## config.mk

```make
export PLATFORM = sky130hd
export DESIGN_NAME = seq_threshold_voter_flat
export DESIGN_NICKNAME = d
export VERILOG_FILES = /design/src/rtl/seq_threshold_voter_if.sv /design/src/rtl/seq_threshold_voter.sv /design/src/flat_wrapper.sv
export SDC_FILE = /design/constraint.sdc
export NUM_CORES = 1
export LEC_CHECK = 0
export CORE_MARGIN = 8
export CORE_UTILIZATION = 30
export CTS_CLUSTER_DIAMETER = 120
export DETAILED_ROUTE_END_ITERATION = 16
export SYNTH_ARGS = -nofsm -noshare
export SYNTH_HDL_FRONTEND = slang
export SYNTH_SLANG_ARGS = --single-unit
```

## constraint.sdc

```tcl
create_clock -name clk -period 5.54 [get_ports clk]
set_clock_uncertainty 0.05 [all_clocks]
set_input_delay 1.108 -clock clk [delete_from_list [all_inputs] [get_ports clk]]
set_output_delay 1.108 -clock clk [all_outputs]
set_load 0.05 [all_outputs]
```

## src/rtl/seq_threshold_voter_if.sv

```systemverilog
// Ballot-stream and decision handshake bundle for seq_threshold_voter.
// The master side produces ballots and consumes decisions. The slave side is the voter.
interface seq_threshold_voter_if #(
  parameter int N         = 16,
  parameter int MAX_BEATS = 8
);
  localparam int CW = $clog2(N * MAX_BEATS + 1);

  logic          in_valid;
  logic          in_ready;
  logic [N-1:0]  in_data;
  logic          in_last;
  logic          in_thr_mode;
  logic [CW-1:0] in_thr;
  logic          in_tie;

  logic          out_valid;
  logic          out_ready;
  logic          out_vote;
  logic [CW-1:0] out_count;
  logic [CW-1:0] out_total;
  logic          out_err;

  modport master (
    output in_valid, in_data, in_last, in_thr_mode, in_thr, in_tie, out_ready,
    input  in_ready, out_valid, out_vote, out_count, out_total, out_err
  );

  modport slave (
    input  in_valid, in_data, in_last, in_thr_mode, in_thr, in_tie, out_ready,
    output in_ready, out_valid, out_vote, out_count, out_total, out_err
  );
endinterface

```

## src/rtl/seq_threshold_voter.sv

```systemverilog
// Streaming threshold/majority voter. It accumulates ballot popcounts over a frame and emits one registered decision.
// Optional feature macro: VOTER_TIE_BREAK_EN makes a majority-mode tie resolve to the in_tie latched on the first beat.
module seq_threshold_voter #(
  parameter int N         = 16,
  parameter int MAX_BEATS = 8
) (
  input logic                clk,
  input logic                rst_n,
  seq_threshold_voter_if.slave bus
);
  localparam int CW = $clog2(N * MAX_BEATS + 1);
  localparam int BW = (MAX_BEATS > 1) ? $clog2(MAX_BEATS) : 1;

  typedef enum logic {ACCUM, HOLD} state_t;

  state_t        state, state_next;
  logic [CW-1:0] acc, tot;
  logic [BW-1:0] beat_cnt;
  logic          mode_q;
  logic [CW-1:0] thr_q;

  logic          accept, first, closing;
  logic [CW-1:0] pop, acc_next, tot_next;
  logic          mode_eff;
  logic [CW-1:0] thr_eff;
  logic          tie_eff;
  logic          vote_next;

`ifdef VOTER_TIE_BREAK_EN
  logic tie_q;
`else
  // in_tie has no function in this build. Naming it unused records that on purpose.
  logic unused_tie;
  assign unused_tie = bus.in_tie;
`endif

  // ---------------- FSM: state register ----------------
  // NOTE: all clocked state uses non-blocking (<=) so every flop samples pre-edge values; blocking is for comb only.
  always_ff @(posedge clk or negedge rst_n) begin
    if (!rst_n) state <= ACCUM;
    else        state <= state_next;
  end

  // ---------------- FSM: next-state logic ----------------
  // NOTE: every comb output gets a default before any branch, so no path can leave it unassigned and infer a latch.
  always_comb begin
    state_next = state;
    unique case (state)
      ACCUM: if (closing)           state_next = HOLD;
      HOLD:  if (bus.out_ready)     state_next = ACCUM;
      default:                      state_next = ACCUM;
    endcase
  end

  // ---------------- FSM: outputs ----------------
  // in_ready depends only on state, so out_ready never reaches it combinationally.
  always_comb begin
    bus.in_ready = (state == ACCUM);
  end

  // ---------------- Datapath ----------------
  always_comb begin
    pop = '0;
    for (int i = 0; i < N; i++) pop = pop + CW'(bus.in_data[i]);
  end

  assign accept   = bus.in_valid && bus.in_ready;
  assign first    = (beat_cnt == '0);
  assign closing  = accept && (bus.in_last || (beat_cnt == BW'(MAX_BEATS - 1)));
  assign acc_next = acc + pop;
  assign tot_next = tot + CW'(N);

  // A single-beat frame must use this beat's controls, so the first beat bypasses the latches.
  assign mode_eff = first ? bus.in_thr_mode : mode_q;
  assign thr_eff  = first ? bus.in_thr      : thr_q;

`ifdef VOTER_TIE_BREAK_EN
  assign tie_eff = first ? bus.in_tie : tie_q;
`else
  assign tie_eff = 1'b0;
`endif

  // Doubling is done one bit wider so that 2*count cannot wrap.
  always_comb begin
    logic [CW:0] dbl;
    logic [CW:0] tot_ext;
    dbl       = {acc_next, 1'b0};
    tot_ext   = {1'b0, tot_next};
    vote_next = 1'b0;
    if (mode_eff) vote_next = (acc_next >= thr_eff);
    else if (dbl > tot_ext)  vote_next = 1'b1;
    else if (dbl == tot_ext) vote_next = tie_eff;
  end

  always_ff @(posedge clk or negedge rst_n) begin
    if (!rst_n) begin
      acc           <= '0;
      tot           <= '0;
      beat_cnt      <= '0;
      mode_q        <= 1'b0;
      thr_q         <= '0;
`ifdef VOTER_TIE_BREAK_EN
      tie_q         <= 1'b0;
`endif
      bus.out_valid <= 1'b0;
      bus.out_vote  <= 1'b0;
      bus.out_count <= '0;
      bus.out_total <= '0;
      bus.out_err   <= 1'b0;
    end else begin
      unique case (state)
        ACCUM: begin
          if (accept) begin
            if (first) begin
              mode_q <= bus.in_thr_mode;
              thr_q  <= bus.in_thr;
`ifdef VOTER_TIE_BREAK_EN
              tie_q  <= bus.in_tie;
`endif
            end
            if (closing) begin
              bus.out_valid <= 1'b1;
              bus.out_vote  <= vote_next;
              bus.out_count <= acc_next;
              bus.out_total <= tot_next;
              bus.out_err   <= !bus.in_last;
            end else begin
              acc      <= acc_next;
              tot      <= tot_next;
              beat_cnt <= beat_cnt + BW'(1);
            end
          end
        end
        HOLD: begin
          // The decision registers stay as they are. Only the frame state is cleared for the next frame.
          if (bus.out_ready) begin
            bus.out_valid <= 1'b0;
            acc           <= '0;
            tot           <= '0;
            beat_cnt      <= '0;
          end
        end
        default: ;
      endcase
    end
  end

  // A stalled decision must not change under the consumer.
  hold_stable_a: assert property (@(posedge clk) disable iff (!rst_n)
    (bus.out_valid && !bus.out_ready) |=>
      $stable({bus.out_valid, bus.out_vote, bus.out_count, bus.out_total, bus.out_err}));

endmodule

```

## src/flat_wrapper.sv

```systemverilog
// flat-port wrapper written by rule: the top's interface ports become plain ports
module seq_threshold_voter_flat 
#(
  parameter int N         = 16,
  parameter int MAX_BEATS = 8
)
  (clk, rst_n, bus_in_valid, bus_in_data, bus_in_last, bus_in_thr_mode, bus_in_thr, bus_in_tie, bus_out_ready, bus_in_ready, bus_out_valid, bus_out_vote, bus_out_count, bus_out_total, bus_out_err);
  seq_threshold_voter_if #(.N(N), .MAX_BEATS(MAX_BEATS)) bus_i ();
  input logic clk;
  input logic rst_n;
  input wire logic [$bits(bus_i.in_valid)-1:0] bus_in_valid;
  input wire logic [$bits(bus_i.in_data)-1:0] bus_in_data;
  input wire logic [$bits(bus_i.in_last)-1:0] bus_in_last;
  input wire logic [$bits(bus_i.in_thr_mode)-1:0] bus_in_thr_mode;
  input wire logic [$bits(bus_i.in_thr)-1:0] bus_in_thr;
  input wire logic [$bits(bus_i.in_tie)-1:0] bus_in_tie;
  input wire logic [$bits(bus_i.out_ready)-1:0] bus_out_ready;
  output wire logic [$bits(bus_i.in_ready)-1:0] bus_in_ready;
  output wire logic [$bits(bus_i.out_valid)-1:0] bus_out_valid;
  output wire logic [$bits(bus_i.out_vote)-1:0] bus_out_vote;
  output wire logic [$bits(bus_i.out_count)-1:0] bus_out_count;
  output wire logic [$bits(bus_i.out_total)-1:0] bus_out_total;
  output wire logic [$bits(bus_i.out_err)-1:0] bus_out_err;
  assign bus_i.in_valid = bus_in_valid;
  assign bus_i.in_data = bus_in_data;
  assign bus_i.in_last = bus_in_last;
  assign bus_i.in_thr_mode = bus_in_thr_mode;
  assign bus_i.in_thr = bus_in_thr;
  assign bus_i.in_tie = bus_in_tie;
  assign bus_i.out_ready = bus_out_ready;
  assign bus_in_ready = bus_i.in_ready;
  assign bus_out_valid = bus_i.out_valid;
  assign bus_out_vote = bus_i.out_vote;
  assign bus_out_count = bus_i.out_count;
  assign bus_out_total = bus_i.out_total;
  assign bus_out_err = bus_i.out_err;
  seq_threshold_voter #(.N(N), .MAX_BEATS(MAX_BEATS)) u_core (.clk(clk), .rst_n(rst_n), .bus(bus_i));
endmodule
```

==> results of run 1 <==
-- timing repair --
item / in CTS / in global routing
gates resized for setup: 23 / 5
endpoints found under the setup margin: 1 / 1
setup buffers: 2 / 2
pin swaps: 15 / 17
-- registers in the layout, summed over array words and instances (netlist names) --
signal                flops
u_core.beat_cnt           3
u_core.mode_q             1
u_core.tot                4
u_core.bus.out_total      4
u_core.bus.out_count      8
u_core.bus.out_vote       1
u_core.acc                8
u_core.bus.out_err        1
u_core.bus.out_valid      1
u_core.state              1
u_core.thr_q              8
-- cells by family (layout without fill, tap and decap cells) --
logic type      count (synthesis)  after routing  share of synthesized area (%)
buf+inv                        40            106                           6.86
compound gates                 59             59                           14.5
xor+xnor                        6              6                           1.95
simple gates                   69             69                           11.9
flops                          40             40                           37.1
fa+ha+maj                      42             42                           22.5
other cells                     1              4                          0.139
mux                            13             13                           5.05
-- per-stage QoR --
step | power [W] | TNS [ns]
3_3_place_gp | 0.00208 | -0.658
3_5_place_dp | 0.00212 | -0.756
6_report | 0.00236 | 0
2_1_floorplan | 0.00147 | 0
4_1_cts | 0.00237 | -0.169
5_1_grt | 0.00261 | -0.168
-- power by group through the flow --
| stage | Sequential (W) | Clock, W | Combinational [W] |
|---|---|---|---|
| finish | 0.000443 | 0.000181 | 0.00174 |
| floorplan | 0.000559 | 0 | 0.000913 |
| detailed placement | 0.000449 | 0 | 0.00167 |
| CTS | 0.000444 | 0.000188 | 0.00174 |
| global route | 0.000456 | 0.000202 | 0.00195 |
| global placement | 0.000447 | 0 | 0.00164 |
-- final cells by class --
class                           instances  area [sq um]  share of cell area, %
Clock inverter                          1          5.00                  0.142
Timing Repair Buffer                   69           621                   17.6
Clock buffer                            6          72.6                   2.06
Tap cell                              108           135                   3.83
Inverter                               30           113                   3.19
Multi-Input combinational cell        193          1580                   44.8
Sequential cell                        40          1000                   28.4
-- cells in the mapped netlist (all sizes together) --
| library cell | instances |
|---|---|
| nor4 | 1 |
| nand2 | 36 |
| nand2b | 3 |
| o22ai | 1 |
| or3 | 2 |
| buf | 8 |
| conb | 1 |
| inv | 30 |
| a211oi | 2 |
| a21oi | 10 |
| and3 | 1 |
| nand4 | 2 |
| mux2i | 8 |
| xor2 | 1 |
| nor2b | 4 |
| o311ai | 1 |
| fa | 11 |
| xnor2 | 5 |
| o32ai | 1 |
| o21a | 2 |
| ha | 31 |
| or2 | 1 |
| a2111oi | 1 |
| o31ai | 2 |
| o21ai | 27 |
| mux2 | 5 |
| o211ai | 1 |
| a21o | 2 |
| o221a | 1 |
| clkbuf | 2 |
| a22o | 6 |
| nor3 | 3 |
| a2111o | 1 |
| nand3 | 5 |
| dfrtp | 40 |
| o2111ai | 1 |
| nor2 | 11 |
-- worst register-to-register path: cells and delay by family (launching register included) --
family	cells	cell delay, ns
simple gates	3	0.32
flops	1	0.41
xor+xnor	1	0.11
fa+ha+maj	7	2.68
buf+inv	3	0.16
compound gates	5	0.96
-- final timing paths --
path                                                    to  slack (ns)  cells after the start
setup reg to reg           u_core.bus.out_vote$_DFFE_PN0P_        0.75                     19
min in group asynchronous           u_core.state$_DFF_PN0_        0.90                      1
hold reg to reg                u_core.thr_q[6]$_DFFE_PN0P_        0.43                      2
setup / recovery           u_core.bus.out_vote$_DFFE_PN0P_        0.02                     21
hold / removal                 u_core.thr_q[6]$_DFFE_PN0P_        0.43                      2
max in group asynchronous        u_core.tot[6]$_DFFE_PN0P_        3.98                      1
-- routing by layer --
metal  vias up  part of all wire [%]  global-route usage [%]
met1       981                    46                    13.1
li1       1058                     -                       -
met5         -                     0                       0
met3         7                   3.1                    2.60
met4         0                   1.2                    3.06
met2        23                    50                    17.3
==> results.sh, run 1 <==
export IMPL_design_portCount=51
export IMPL_startpoint_of_the_worst_slack_reg_to_reg_timing_path="u_core.acc[0]$_DFFE_PN0P_"
export IMPL_worst_skew_pair_late_latency_ns=0.28
export IMPL_arrival_ns=5.65
export IMPL_final_nets=412
export IMPL_netlist_instances=270
export IMPL_cp_start_kind="input port"
export IMPL_design_area_sq_um=3530
export IMPL_worst_pin_slew_ns=0.900
export IMPL_worst_path_buf_inv=4
export IMPL_filler_cell_count=857
export IMPL_drive_gt1_share_pct=17.1
export IMPL_layout_cells_most_common="dfrtp_1"
export IMPL_ys_seq_area_share_pct=37.1
export IMPL_syn_area_sq_um=2700
export IMPL_power_clock_fraction_pct=7.7
export IMPL_period_share_pct=99.7
export IMPL_max_cap_violations=0
export IMPL_least_setup_slack_across_all_paths_after_layout_ns=0.0160
export IMPL_clk_pin_slew_worst_paths_ns=0.07
export IMPL_drt_iter0_markers=77
export IMPL_placement_cell_area_sq_um=3370
export IMPL_critical_path_required_ns=5.66
export IMPL_antenna_found_initial=0
export IMPL_placement_setup_worst_slack_ns=-0.756
export IMPL_timing_critical_path_to_type="flop"
export IMPL_synth_top_area_share_pct=37.1
export IMPL_internal_power_w=0.00131
export IMPL_clk_root_buffer_cell="clkbuf_8"
export IMPL_globalplace_congestion=0.785
export IMPL_grt_max_degree=41
export IMPL_drc=0
export IMPL_max_slew_headroom_at_the_worst_pin_pct=40.0
export IMPL_floorplan_die_width_microns=111
export IMPL_grt_pass1_wl_microns=10700
export IMPL_switching_power_w=0.00106
export IMPL_yosys_warnings=0
export IMPL_core_area_sq_um=8720
export IMPL_grt_overflow_total=0
export IMPL_cts_buffers=5
export IMPL_critical_path_max_stage_delay_ns=0.51
export IMPL_area_of_the_die_sq_um=12300
export IMPL_fmaxAchievable_ghz=0.181
export IMPL_cp_max_fo=2
export IMPL_crit_path_cell_trace="buf_6 -> ha_4 -> inv_2 -> fa_1 -> fa_1 -> fa_1 -> fa_1 -> inv_1 -> ha_2 -> inv_2 -> fa_2 -> nor2b_1 -> o21a_1 -> o21ai_2 -> a21oi_2 -> xnor2_2 -> ha_1 -> nand4_1 -> o32ai_2 -> nand3_1 -> o221a_1"
export IMPL_placement_io_buffers=45
export IMPL_cts_hold_repair_buffers=0
export IMPL_vias=2069
export IMPL_dr_pass1_iters=3
export IMPL_drt_wl_total_microns=6140
export IMPL_cts_htree_levels=2
export IMPL_start_util_pct=30.9
export IMPL_fin_crit_ns=5.52
export IMPL_final_util_pct=40.4
export IMPL_ant_nets=0
export IMPL_power_per_cell_area_nw_per_um2=670
export IMPL_total_clock_sinks=40
export IMPL_outcome="finished clean"
export IMPL_synthesis_area_per_instance_sq_um=10.0
export IMPL_ir_drop_v=0.000287
export IMPL_ys_seq_elements=40
export IMPL_final_hold_worst_slack_ns=0.433
export IMPL_cts_path_max_buffers=2
export IMPL_power_static_leakage_nw=1.70
export IMPL_final_max_slew_viol_count=0
export IMPL_detailed_route_vias_per_instance=4.63
export IMPL_vias_in_the_first_global_route=2138
export IMPL_finalSetupViolations=0
export IMPL_hold_crit_class="flop to flop"
export IMPL_synth_top_cells_by_area="dfrtp_1 37%, ha_1 14%, fa_1 8.2%"
export IMPL_worst_setup_path_startpoint="bus_in_data[0]"
export IMPL_tritoncts_clock_tree="yes"
export IMPL_num_rows=34
export IMPL_hold_path_startpoint="u_core.thr_q[6]$_DFFE_PN0P_"
export IMPL_dieHeight_microns=111
export IMPL_timing_setup_critical_path_class="input port to flop"
export IMPL_synthToLayoutAreaGrowth_pct=30.7
export IMPL_share_comb_of_total_power_pct=73.6
export IMPL_power_sequential_fraction_pct=18.7
export IMPL_wl_per_cell_microns=13.7
export IMPL_mostFrequentLayoutCells="40 x dfrtp_1, 36 x nand2_1, 35 x clkdlybuf4s50_1"
export IMPL_globalRouteTotalUtil_pct=10.5
export IMPL_synth_top_area_cell="dfrtp_1"
export IMPL_rsz0062_at_grt="true"
export IMPL_n_antenna_cell=0
export IMPL_critPathSlowestCell="fa_1"
export IMPL_p_sw_share_pct=44.7
export IMPL_hold_viol=0
export IMPL_timing_critical_path_mode_cell="fa_1"
export IMPL_post_dp_hpwl_microns=4900
export IMPL_finish_cell_count_without_fillers=447
export IMPL_dpl_cell_count=436
export IMPL_synth_cell_types=45
export IMPL_cp_top_family="adder cells"
(Power assumes the default switching activity.)
==> run 2: changes to the inputs <==
--- a/config.mk
+++ b/config.mk
@@ -9,6 +9,7 @@
 export CORE_UTILIZATION = 30
 export CTS_CLUSTER_DIAMETER = 120
 export DETAILED_ROUTE_END_ITERATION = 16
+export SLEW_MARGIN = 20
 export SYNTH_ARGS = -nofsm -noshare
 export SYNTH_HDL_FRONTEND = slang
 export SYNTH_SLANG_ARGS = --single-unit
==> results of run 2 <==
Final layout, timing and power as in run 1 (identical DEF).
